--- src/rtl/td4_pkg.sv ---
// Shared types and default constants for the TD4 switch-input path.
package td4_pkg;

   typedef enum logic {
      STABLE  = 1'b0,
      PENDING = 1'b1
   } db_state_t;

   localparam int TD4_SW_WIDTH    = 4;
   localparam int TD4_DB_TICK_DIV = 1000;
   localparam int TD4_DB_SAMPLES  = 4;

   // Debounce run counter needs to hold STABLE_SAMPLES-1 with headroom.
   function automatic int db_cnt_width(input int samples);
      return $clog2(samples) + 1;
   endfunction

   function automatic int div_cnt_width(input int tick_div);
      return (tick_div > 1) ? $clog2(tick_div) : 1;
   endfunction

endpackage

--- src/rtl/td4_debounce_bit.sv ---
// One switch bit: 2-flop synchroniser, tick-sampled debounce FSM, edge strobes.
//
//   state   | meaning
//   --------+--------------------------------------------------------------
//   STABLE  | level matches the accepted switch value, waiting for a mismatch
//   PENDING | counting consecutive mismatching ticks before accepting a flip
module td4_debounce_bit
   import td4_pkg::*;
#(
   parameter int STABLE_SAMPLES = TD4_DB_SAMPLES
) (
   input  logic clock,
   input  logic reset,
   input  logic tick,
   input  logic raw,
   output logic level,
   output logic rise,
   output logic fall,
   output logic rise_next,
   output logic fall_next
);

   localparam int CW = db_cnt_width(STABLE_SAMPLES);
   localparam logic [CW-1:0] CNT_ONE  = CW'(1);
   localparam logic [CW-1:0] CNT_LAST = CW'(STABLE_SAMPLES - 1);

   logic          sync_q1;
   logic          sync_q2;
   db_state_t     state;
   db_state_t     state_next;
   logic [CW-1:0] cnt;
   logic [CW-1:0] cnt_next;
   logic          level_next;
   logic          mismatch;

   always_ff @(posedge clock or posedge reset) begin
      if (reset) begin
         sync_q1 <= 1'b0;
         sync_q2 <= 1'b0;
      end else begin
         sync_q1 <= raw;
         sync_q2 <= sync_q1;
      end
   end

   assign mismatch = (sync_q2 != level);

   always_ff @(posedge clock or posedge reset) begin
      if (reset) begin
         state <= STABLE;
         cnt   <= '0;
         level <= 1'b0;
         rise  <= 1'b0;
         fall  <= 1'b0;
      end else begin
         state <= state_next;
         cnt   <= cnt_next;
         level <= level_next;
         rise  <= rise_next;
         fall  <= fall_next;
      end
   end

   always_comb begin
      state_next = state;
      cnt_next   = cnt;
      level_next = level;
      case (state)
         STABLE: begin
            if (tick && mismatch) begin
               cnt_next = CNT_ONE;
               if (STABLE_SAMPLES == 1) begin
                  level_next = ~level;
               end else begin
                  state_next = PENDING;
               end
            end
         end
         PENDING: begin
            if (tick) begin
               if (!mismatch) begin
                  cnt_next   = '0;
                  state_next = STABLE;
               end else if (cnt == CNT_LAST) begin
                  level_next = ~level;
                  cnt_next   = '0;
                  state_next = STABLE;
               end else begin
                  cnt_next = cnt + CNT_ONE;
               end
            end
         end
         default: begin
            cnt_next   = '0;
            state_next = STABLE;
         end
      endcase
   end

   // Exported so the top can register a combined change strobe in the same cycle.
   assign rise_next = level_next & ~level;
   assign fall_next = ~level_next & level;

endmodule

--- src/rtl/td4_sw_input.sv ---
// TD4 switch-input conditioner: shared sample-tick prescaler plus one debouncer per bit.
module td4_sw_input
   import td4_pkg::*;
#(
   parameter int WIDTH          = TD4_SW_WIDTH,
   parameter int TICK_DIV       = TD4_DB_TICK_DIV,
   parameter int STABLE_SAMPLES = TD4_DB_SAMPLES
) (
   input  logic             clock,
   input  logic             reset,
   input  logic [WIDTH-1:0] sw_raw,
   output logic [WIDTH-1:0] sw_out,
   output logic [WIDTH-1:0] rise,
   output logic [WIDTH-1:0] fall,
   output logic             changed,
   output logic             tick
);

   localparam int DW = div_cnt_width(TICK_DIV);
   localparam logic [DW-1:0] DIV_LAST = DW'(TICK_DIV - 1);
   localparam logic [DW-1:0] DIV_ONE  = DW'(1);

   logic [DW-1:0]    div_cnt;
   logic [WIDTH-1:0] rise_next;
   logic [WIDTH-1:0] fall_next;

   always_ff @(posedge clock or posedge reset) begin
      if (reset) begin
         div_cnt <= '0;
      end else if (div_cnt == DIV_LAST) begin
         div_cnt <= '0;
      end else begin
         div_cnt <= div_cnt + DIV_ONE;
      end
   end

   // Gated so tick reads 0 during reset even when TICK_DIV is 1.
   assign tick = (div_cnt == DIV_LAST) & ~reset;

   for (genvar i = 0; i < WIDTH; i++) begin : g_bit
      td4_debounce_bit #(
         .STABLE_SAMPLES(STABLE_SAMPLES)
      ) u_db (
         .clock    (clock),
         .reset    (reset),
         .tick     (tick),
         .raw      (sw_raw[i]),
         .level    (sw_out[i]),
         .rise     (rise[i]),
         .fall     (fall[i]),
         .rise_next(rise_next[i]),
         .fall_next(fall_next[i])
      );
   end

   always_ff @(posedge clock or posedge reset) begin
      if (reset) begin
         changed <= 1'b0;
      end else begin
         changed <= |(rise_next | fall_next);
      end
   end

endmodule
--- config.mk ---
export PLATFORM = sky130hd
export DESIGN_NAME = td4_sw_input
export DESIGN_NICKNAME = d
export VERILOG_FILES = /design/src/rtl/td4_pkg.sv /design/src/rtl/td4_debounce_bit.sv /design/src/rtl/td4_sw_input.sv
export SDC_FILE = /design/constraint.sdc
export NUM_CORES = 1
export LEC_CHECK = 0
export ABC_AREA = 1
export CELL_PAD_IN_SITES_DETAIL_PLACEMENT = 1
export CELL_PAD_IN_SITES_GLOBAL_PLACEMENT = 1
export CORE_ASPECT_RATIO = 0.9
export CORE_MARGIN = 4
export CORE_UTILIZATION = 40
export CTS_CLUSTER_SIZE = 20
export DETAILED_ROUTE_END_ITERATION = 10
export GPL_TIMING_DRIVEN = 0
export PLACE_DENSITY_LB_ADDON = 0.1
export SETUP_SLACK_MARGIN = 0.4
export SLEW_MARGIN = 5
export SYNTH_ARGS = -nofsm -noshare
export SYNTH_HDL_FRONTEND = slang
export SYNTH_SLANG_ARGS = --single-unit
export TNS_END_PERCENT = 30
--- constraint.sdc ---
create_clock -name clock -period 5.2 [get_ports clock]
set_clock_uncertainty 0.2 [all_clocks]
set_input_delay 1.04 -clock clock [delete_from_list [all_inputs] [get_ports clock]]
set_output_delay 1.04 -clock clock [all_outputs]
set_load 0.1 [all_outputs]
==> flow_summary.yaml, run 1 <==
status:
  outcome: "completed"
clock_tree:
  number_of_gates_given_a_new_drive_strength_after_cts: 0
  clkSlewWorstSetupHoldPaths_ns: 0.09
  cts_hold_buf: 0
  clock_tree.htree_level_count: 2
  post_cts_buffers: 0
  clkLatencyLatePin_ns: 0.30
  numCtsBuffers: 5
  max_buffers_root_to_sink: 2
  root_buffer: "sky130_fd_sc_hd__clkbuf_8"
  tritoncts_num_sinks: 47
  cts_tree: "yes"
setup_path:
  arrival_time_of_the_worst_setup_path_ns: 3.05
  reg2reg_depth: 11
  cpMaxStageDelayCell: "sky130_fd_sc_hd__clkdlybuf4s50_1"
  critPathMaxStageDelay_ns: 1.15
  reg2reg_from: "div_cnt[0]$_DFF_PP0_"
  destination_of_the_worst_register_to_register_timing_path: "changed$_DFF_PP0_"
  criticalPathCategory: "input port to output port"
  critical_path.cell_chain: "clkdlybuf4s50_1 > nor2_4 > buf_4 > clkdlybuf4s50_1"
  rrSetupSlack_ns: 2.93
  path_delay_family: "buffers and inverters"
  crit_fanout: 10
  cp_common_cell: "sky130_fd_sc_hd__clkdlybuf4s50_1"
  cp-start-kind: "input port"
  endpoint_type_of_the_worst_setup_path: "output port"
  timing.critical_path.required_ns: 3.96
  worstPathBufferInverterCount: 3
layout:
  layout-drive-gt1-share_pct: 13.9
  final_cell_area_um2: 2610
  n_antenna_cell: 0
  layout.nets: 285
  area_growth_syn_to_layout_pct: 18.0
place:
  dpl.hpwl_mm: 3.14
  portBuffers: 19
  post_dp_cell_area_um2: 2510
  gpl.final_weighted_congestion: 0.754
grt:
  grt_first_pass_wirelength_mm: 7.82
  overall_global_routing_usage_pct: 14.5
  grt_pass1_vias: 1650
  gr-total-overflow: 0
  grt_start_max_net_pins: 33
  antenna_found_initial: 0
hold_path:
  hold_path_depth: 0
  worst_hold_launch: "g_bit[0].u_db.sync_q1$_DFF_PP0_"
  holdPathEnd: "g_bit[0].u_db.sync_q2$_DFF_PP0_"
  hold_path_class: "flip-flop to flip-flop"
route:
  drt_first_pass_iters: 4
  drt-initial-drc-count: 93
  totalWireLength_mm: 4.19
  wire_per_inst_um: 12.5
  drc_errors: 0
  ant_nets: 0
  drt-vias-per-instance: 4.72
  num_vias: 1577
sta:
  hold_viol: 0
  final_max_slew_viol_count: 0
  fmax_mhz: 233
  ratio_of_final_minimum_period_to_clock_period_pct: 82.6
  unrepaired_setup_endpoints_after_global_routing: "no"
  period_minus_slack_ns: 4.29
  tightest_slew_margin_relative_to_the_limit_pct: 34.8
  final-setup-viol-count: 0
  final_sum_of_negative_setup_slack_ns: 0
  fin_worst_hold_slack_ns: 0.155
  worst-slew-pin-transition_ns: 0.975
synthesis:
  synth.cell_area_um2: 2210
  synth.lib_cells_used.distinct: 20
  yosys_register_bits: 47
  ys_seq_area_share_pct: 53.1
  yosys_warnings: 0
  syn_nets: 258
  synth_area_per_inst_um2: 9.27
  syn_inst: 239
job:
  max-cap-violations: 0
floorplan:
  row_count: 25
  design.die.area_um2: 6790
  pin_count: 20
  floorplan.initialDensity_pct: 41.6
  die_x_um: 86.4
  die_height_um: 78.6
  core_um2: 5320
pwr:
  power.static_leakage_nw: 1.29
  vdd_ir_drop_max_uv: 148
  power.total_w: 0.000633
  pwr_density_cell_nw_per_um2: 242
[worst max path at each step]
stage / from / to / slack, ns / cells after the start
after floorplan: reset / tick / 2.49 / 2
after global placement: reset / tick / 0.92 / 4
after detailed placement: reset / tick / 0.89 / 4
after CTS: reset / tick / 0.89 / 4
after global routing: reset / tick / 0.85 / 4
final: reset / tick / 0.91 / 4
[layer usage]
metal | wire [um] | vias up | track usage [%]
met1 | 2010 | 750 | 20.0
met4 | 53 | 0 | 3.74
met2 | 2020 | 15 | 23.0
met5 | 0 | - | 0
li1 | - | 804 | -
met3 | 106 | 8 | 3.46
[cell families after synthesis]
| logic type | after synthesis | synth area share (%) |
|---|---|---|
| buffers and inverters | 44 | 10.0 |
| adder cells (fa/ha/maj) | 13 | 7.34 |
| AO/OA/AOI/OAI | 26 | 6.38 |
| AND/OR/NAND/NOR | 104 | 21.2 |
| flip-flops | 47 | 53.1 |
| XOR/XNOR | 5 | 1.98 |
[synth_stat cells]
cell | instances | share of area, %
sky130_fd_sc_hd__a21oi_1 | 8 | 1.8
sky130_fd_sc_hd__buf_4 | 13 | 4.4
sky130_fd_sc_hd__buf_6 | 1 | 0.51
sky130_fd_sc_hd__dfrtp_1 | 47 | 53
sky130_fd_sc_hd__ha_1 | 13 | 7.3
sky130_fd_sc_hd__inv_1 | 26 | 4.4
sky130_fd_sc_hd__inv_2 | 4 | 0.68
sky130_fd_sc_hd__nand2_1 | 47 | 8.0
sky130_fd_sc_hd__nand2_2 | 2 | 0.56
sky130_fd_sc_hd__nand3_1 | 18 | 4.1
sky130_fd_sc_hd__nand3_4 | 1 | 0.79
sky130_fd_sc_hd__nand4_1 | 7 | 2.0
sky130_fd_sc_hd__nor2_1 | 24 | 4.1
sky130_fd_sc_hd__nor2_4 | 2 | 1.0
sky130_fd_sc_hd__nor3_1 | 2 | 0.45
sky130_fd_sc_hd__o21ai_0 | 6 | 1.4
sky130_fd_sc_hd__o21ai_1 | 9 | 2.0
sky130_fd_sc_hd__o21ai_2 | 3 | 1.2
sky130_fd_sc_hd__or2_2 | 1 | 0.28
sky130_fd_sc_hd__xor2_1 | 5 | 2.0
[report_power, final]
group,switching [W],internal [W],leakage (nW)
Sequential,0.00000216,0.000369,0.601
Combinational,0.0000124,0.00000654,0.636
Clock,0.000122,0.000121,0.0505
Total,0.000137,0.000496,1.29
[per-stage QoR]
| step | setup WS, ns | util [%] | cells |
|---|---|---|---|
| after floorplan | 2.49 | - | 239 |
| after global placement | 0.916 | 46.8 | 325 |
| after detailed placement | 0.894 | 47.2 | 326 |
| after CTS | 0.891 | 49.1 | 334 |
| after global routing | 0.847 | 49.1 | 334 |
| final | 0.906 | 49.1 | 334 |
[area by class of cell]
type,count,area (um2)
Fill cell,629,2710
Sequential cell,47,1180
Multi-Input combinational cell,148,817
Timing Repair Buffer,20,210
Inverter,30,113
Buffer,14,109
Clock buffer,7,96.3
Tap cell,67,83.8
Clock inverter,1,7.51
[state kept, by name, summed over array words and instances, names as in the netlist]
| signal | cells |
|---|---|
| changed | 1 |
| div_cnt | 10 |
| g_bit.u_db.cnt | 12 |
| g_bit.u_db.fall | 4 |
| g_bit.u_db.level | 4 |
| g_bit.u_db.rise | 4 |
| g_bit.u_db.state | 4 |
| g_bit.u_db.sync_q1 | 4 |
| g_bit.u_db.sync_q2 | 4 |
[layout by cell type (no fill, tap or decap)]
master	count
sky130_fd_sc_hd__nand2_2	2
sky130_fd_sc_hd__nor2_4	2
sky130_fd_sc_hd__buf_12	1
sky130_fd_sc_hd__buf_6	1
sky130_fd_sc_hd__nor2_1	24
sky130_fd_sc_hd__or2_2	1
sky130_fd_sc_hd__clkdlybuf4s50_1	19
sky130_fd_sc_hd__o21ai_1	9
sky130_fd_sc_hd__nand2_1	47
sky130_fd_sc_hd__clkinvlp_4	1
sky130_fd_sc_hd__clkbuf_8	7
sky130_fd_sc_hd__nand3_4	1
sky130_fd_sc_hd__inv_2	5
sky130_fd_sc_hd__nand3_1	18
sky130_fd_sc_hd__nand4_1	7
sky130_fd_sc_hd__o21ai_0	6
sky130_fd_sc_hd__inv_1	25
sky130_fd_sc_hd__buf_4	13
sky130_fd_sc_hd__a21oi_1	8
sky130_fd_sc_hd__xor2_1	5
sky130_fd_sc_hd__dfrtp_1	47
sky130_fd_sc_hd__nor3_1	2
sky130_fd_sc_hd__o21ai_2	3
sky130_fd_sc_hd__ha_1	13
Power figures use the tool's default switching activity.
==> run 2: changes to the inputs <==
==> constraint.sdc (replaced) <==
create_clock -name clock -period 4.2 [get_ports clock]
set_clock_uncertainty 0.2 [all_clocks]
set_input_delay 0.84 -clock clock [delete_from_list [all_inputs] [get_ports clock]]
set_output_delay 0.84 -clock clock [all_outputs]
set_load 0.1 [all_outputs]
==> run 2 against run 1 <==
Net effect:
- clock power increased by 24%
- die area is the same
- via count did not move
- wire length is essentially flat
- largest power group unchanged
==> flow_summary.yaml, run 2 (synthesis results as in run 1) <==
setup_path:
  critical_path_cell_count: 4
  cp-start-kind: "input port"
  worstPathBufferInverterCount: 3
  crit_fanout: 10
  reg2reg_depth: 11
  critPathMaxStageDelay_ns: 0.87
  launching_instance_or_port_of_the_critical_path: "reset"
  arrival_time_of_the_worst_setup_path_ns: 2.57
  endpoint_type_of_the_worst_setup_path: "output port"
  critical_path.cell_chain: "clkdlybuf4s50_1 > nor2_4 > buf_4 > dlygate4sd2_1"
  timing.critical_path.required_ns: 3.16
  reg2reg_from: "div_cnt[0]$_DFF_PP0_"
  criticalPathCategory: "input port to output port"
  cpMaxStageDelayCell: "sky130_fd_sc_hd__dlygate4sd2_1"
  path_delay_family: "buffers and inverters"
sta:
  ratio_of_final_minimum_period_to_clock_period_pct: 86.0
  hold_viol: 0
  final_sum_of_negative_setup_slack_ns: 0
  fmax_mhz: 277
  period_minus_slack_ns: 3.61
  worst-slew-pin-transition_ns: 0.975
  final-setup-viol-count: 0
  final_max_slew_viol_count: 0
  fin_worst_hold_slack_ns: 0.155
  unrepaired_setup_endpoints_after_global_routing: "no"
  tightest_slew_margin_relative_to_the_limit_pct: 34.8
floorplan:
  row_count: 25
  die_height_um: 78.6
  core_um2: 5320
  pin_count: 20
  design.die.area_um2: 6790
  floorplan.initialDensity_pct: 41.6
  die_x_um: 86.4
route:
  wire_per_inst_um: 12.5
  drc_errors: 0
  num_vias: 1577
  drt_first_pass_iters: 4
  totalWireLength_mm: 4.19
  drt-vias-per-instance: 4.72
  drt-initial-drc-count: 93
  ant_nets: 0
grt:
  overall_global_routing_usage_pct: 14.5
  gr-total-overflow: 0
  grt_pass1_vias: 1650
  antenna_found_initial: 0
  grt_start_max_net_pins: 33
  grt_first_pass_wirelength_mm: 7.82
clock_tree:
  clkSlewWorstSetupHoldPaths_ns: 0.09
  cts_tree: "yes"
  max_buffers_root_to_sink: 2
  clkLatencyLatePin_ns: 0.30
  root_buffer: "sky130_fd_sc_hd__clkbuf_8"
  post_cts_buffers: 0
  numCtsBuffers: 5
  clock_tree.htree_level_count: 2
  tritoncts_num_sinks: 47
layout:
  layout-drive-gt1-share_pct: 13.9
  multi_input_comb_area_um2: 817
  post_layout_utilization_of_the_core_pct: 49.1
  final_cell_area_um2: 2610
  fillCellCount: 630
  largestRegisters: "g_bit.u_db.cnt: 12 flops, div_cnt: 10 flops"
  area_growth_syn_to_layout_pct: 17.9
  final_cell_mix: "sky130_fd_sc_hd__nand2_1, sky130_fd_sc_hd__dfrtp_1, sky130_fd_sc_hd__inv_1"
  register_with_the_highest_flop_count: "g_bit.u_db.cnt"
  final-seq-area_um2: 1180
  largest_register_ff_count: 12
  layout.nets: 285
  n_antenna_cell: 0
job:
  max-cap-violations: 0
status:
  outcome: "completed"
place:
  gpl.final_weighted_congestion: 0.754
  dpl.hpwl_mm: 3.14
  portBuffers: 19
  post_dp_cell_area_um2: 2510
hold_path:
  hold_path_depth: 0
  worst_hold_launch: "g_bit[0].u_db.sync_q1$_DFF_PP0_"
  hold_path_class: "flip-flop to flip-flop"
pwr:
  pwr_density_cell_nw_per_um2: 300
  power.total_w: 0.000783
  power.static_leakage_nw: 1.29
  vdd_ir_drop_max_uv: 183
-- run 2: changes by cell type in the layout (fill, tap and decap cells not counted), sizes merged --
cell and delta:
clkdlybuf4s50 -1, dlygate4sd2 +1
-- run 2: layout make-up --
cell class	count	share of cell area, %
Sequential cell	47	45.0
Multi-Input combinational cell	148	31.3
Timing Repair Buffer	20	8.00
Inverter	30	4.31
Buffer	14	4.17
Clock buffer	7	3.69
Tap cell	67	3.21
Clock inverter	1	0.287
-- run 2: path summary, 6_finish.rpt --
path	slack (ns)	to
max in group asynchronous	2.58	g_bit[3].u_db.sync_q2$_DFF_PP0_
min reg2reg	0.15	g_bit[0].u_db.sync_q2$_DFF_PP0_
max	0.59	tick
min in group asynchronous	0.74	g_bit[0].u_db.cnt[1]$_DFFE_PP0P_
max reg2reg	1.93	changed$_DFF_PP0_
min	0.15	g_bit[0].u_db.sync_q2$_DFF_PP0_
-- run 2: what timing repair did --
action	in CTS	in global routing
resized for setup	1	0
hold buffers	0	0
setup endpoints to repair	1	0
-- run 2: through the flow --
step	worst slack (ns)	std cells
6_report	0.587	334
2_1_floorplan	1.87	239
3_3_place_gp	0.316	325
4_1_cts	0.573	334
3_5_place_dp	0.294	326
5_1_grt	0.511	334
-- run 2: worst reg2reg max path, cell delays in order, from the launching register on --
cell and delay [ns]:
sky130_fd_sc_hd__dfrtp_1 0.40, sky130_fd_sc_hd__ha_1 0.19, sky130_fd_sc_hd__nand2_1 0.11, sky130_fd_sc_hd__nor2_4 0.14
sky130_fd_sc_hd__nand3_4 0.13, sky130_fd_sc_hd__nor2_4 0.15, sky130_fd_sc_hd__buf_4 0.20, sky130_fd_sc_hd__nand4_1 0.11
sky130_fd_sc_hd__nand2_1 0.12, sky130_fd_sc_hd__inv_2 0.04, sky130_fd_sc_hd__ha_1 0.27, sky130_fd_sc_hd__nand4_1 0.10
-- run 2: report_power, final --
part	total (W)	switching [W]	internal, W
logic	0.0000235	0.0000154	0.00000810
clock network	0.000301	0.000151	0.000150
registers	0.000459	0.00000267	0.000456
-- run 2: metal layers --
| layer | GRT usage, % | up-vias | part of all wire (%) |
|---|---|---|---|
| met1 | 20.0 | 750 | 48 |
| li1 | - | 804 | - |
| met4 | 3.74 | 0 | 1.3 |
| met2 | 23.0 | 15 | 48 |
| met3 | 3.46 | 8 | 2.5 |
| met5 | 0 | - | 0 |
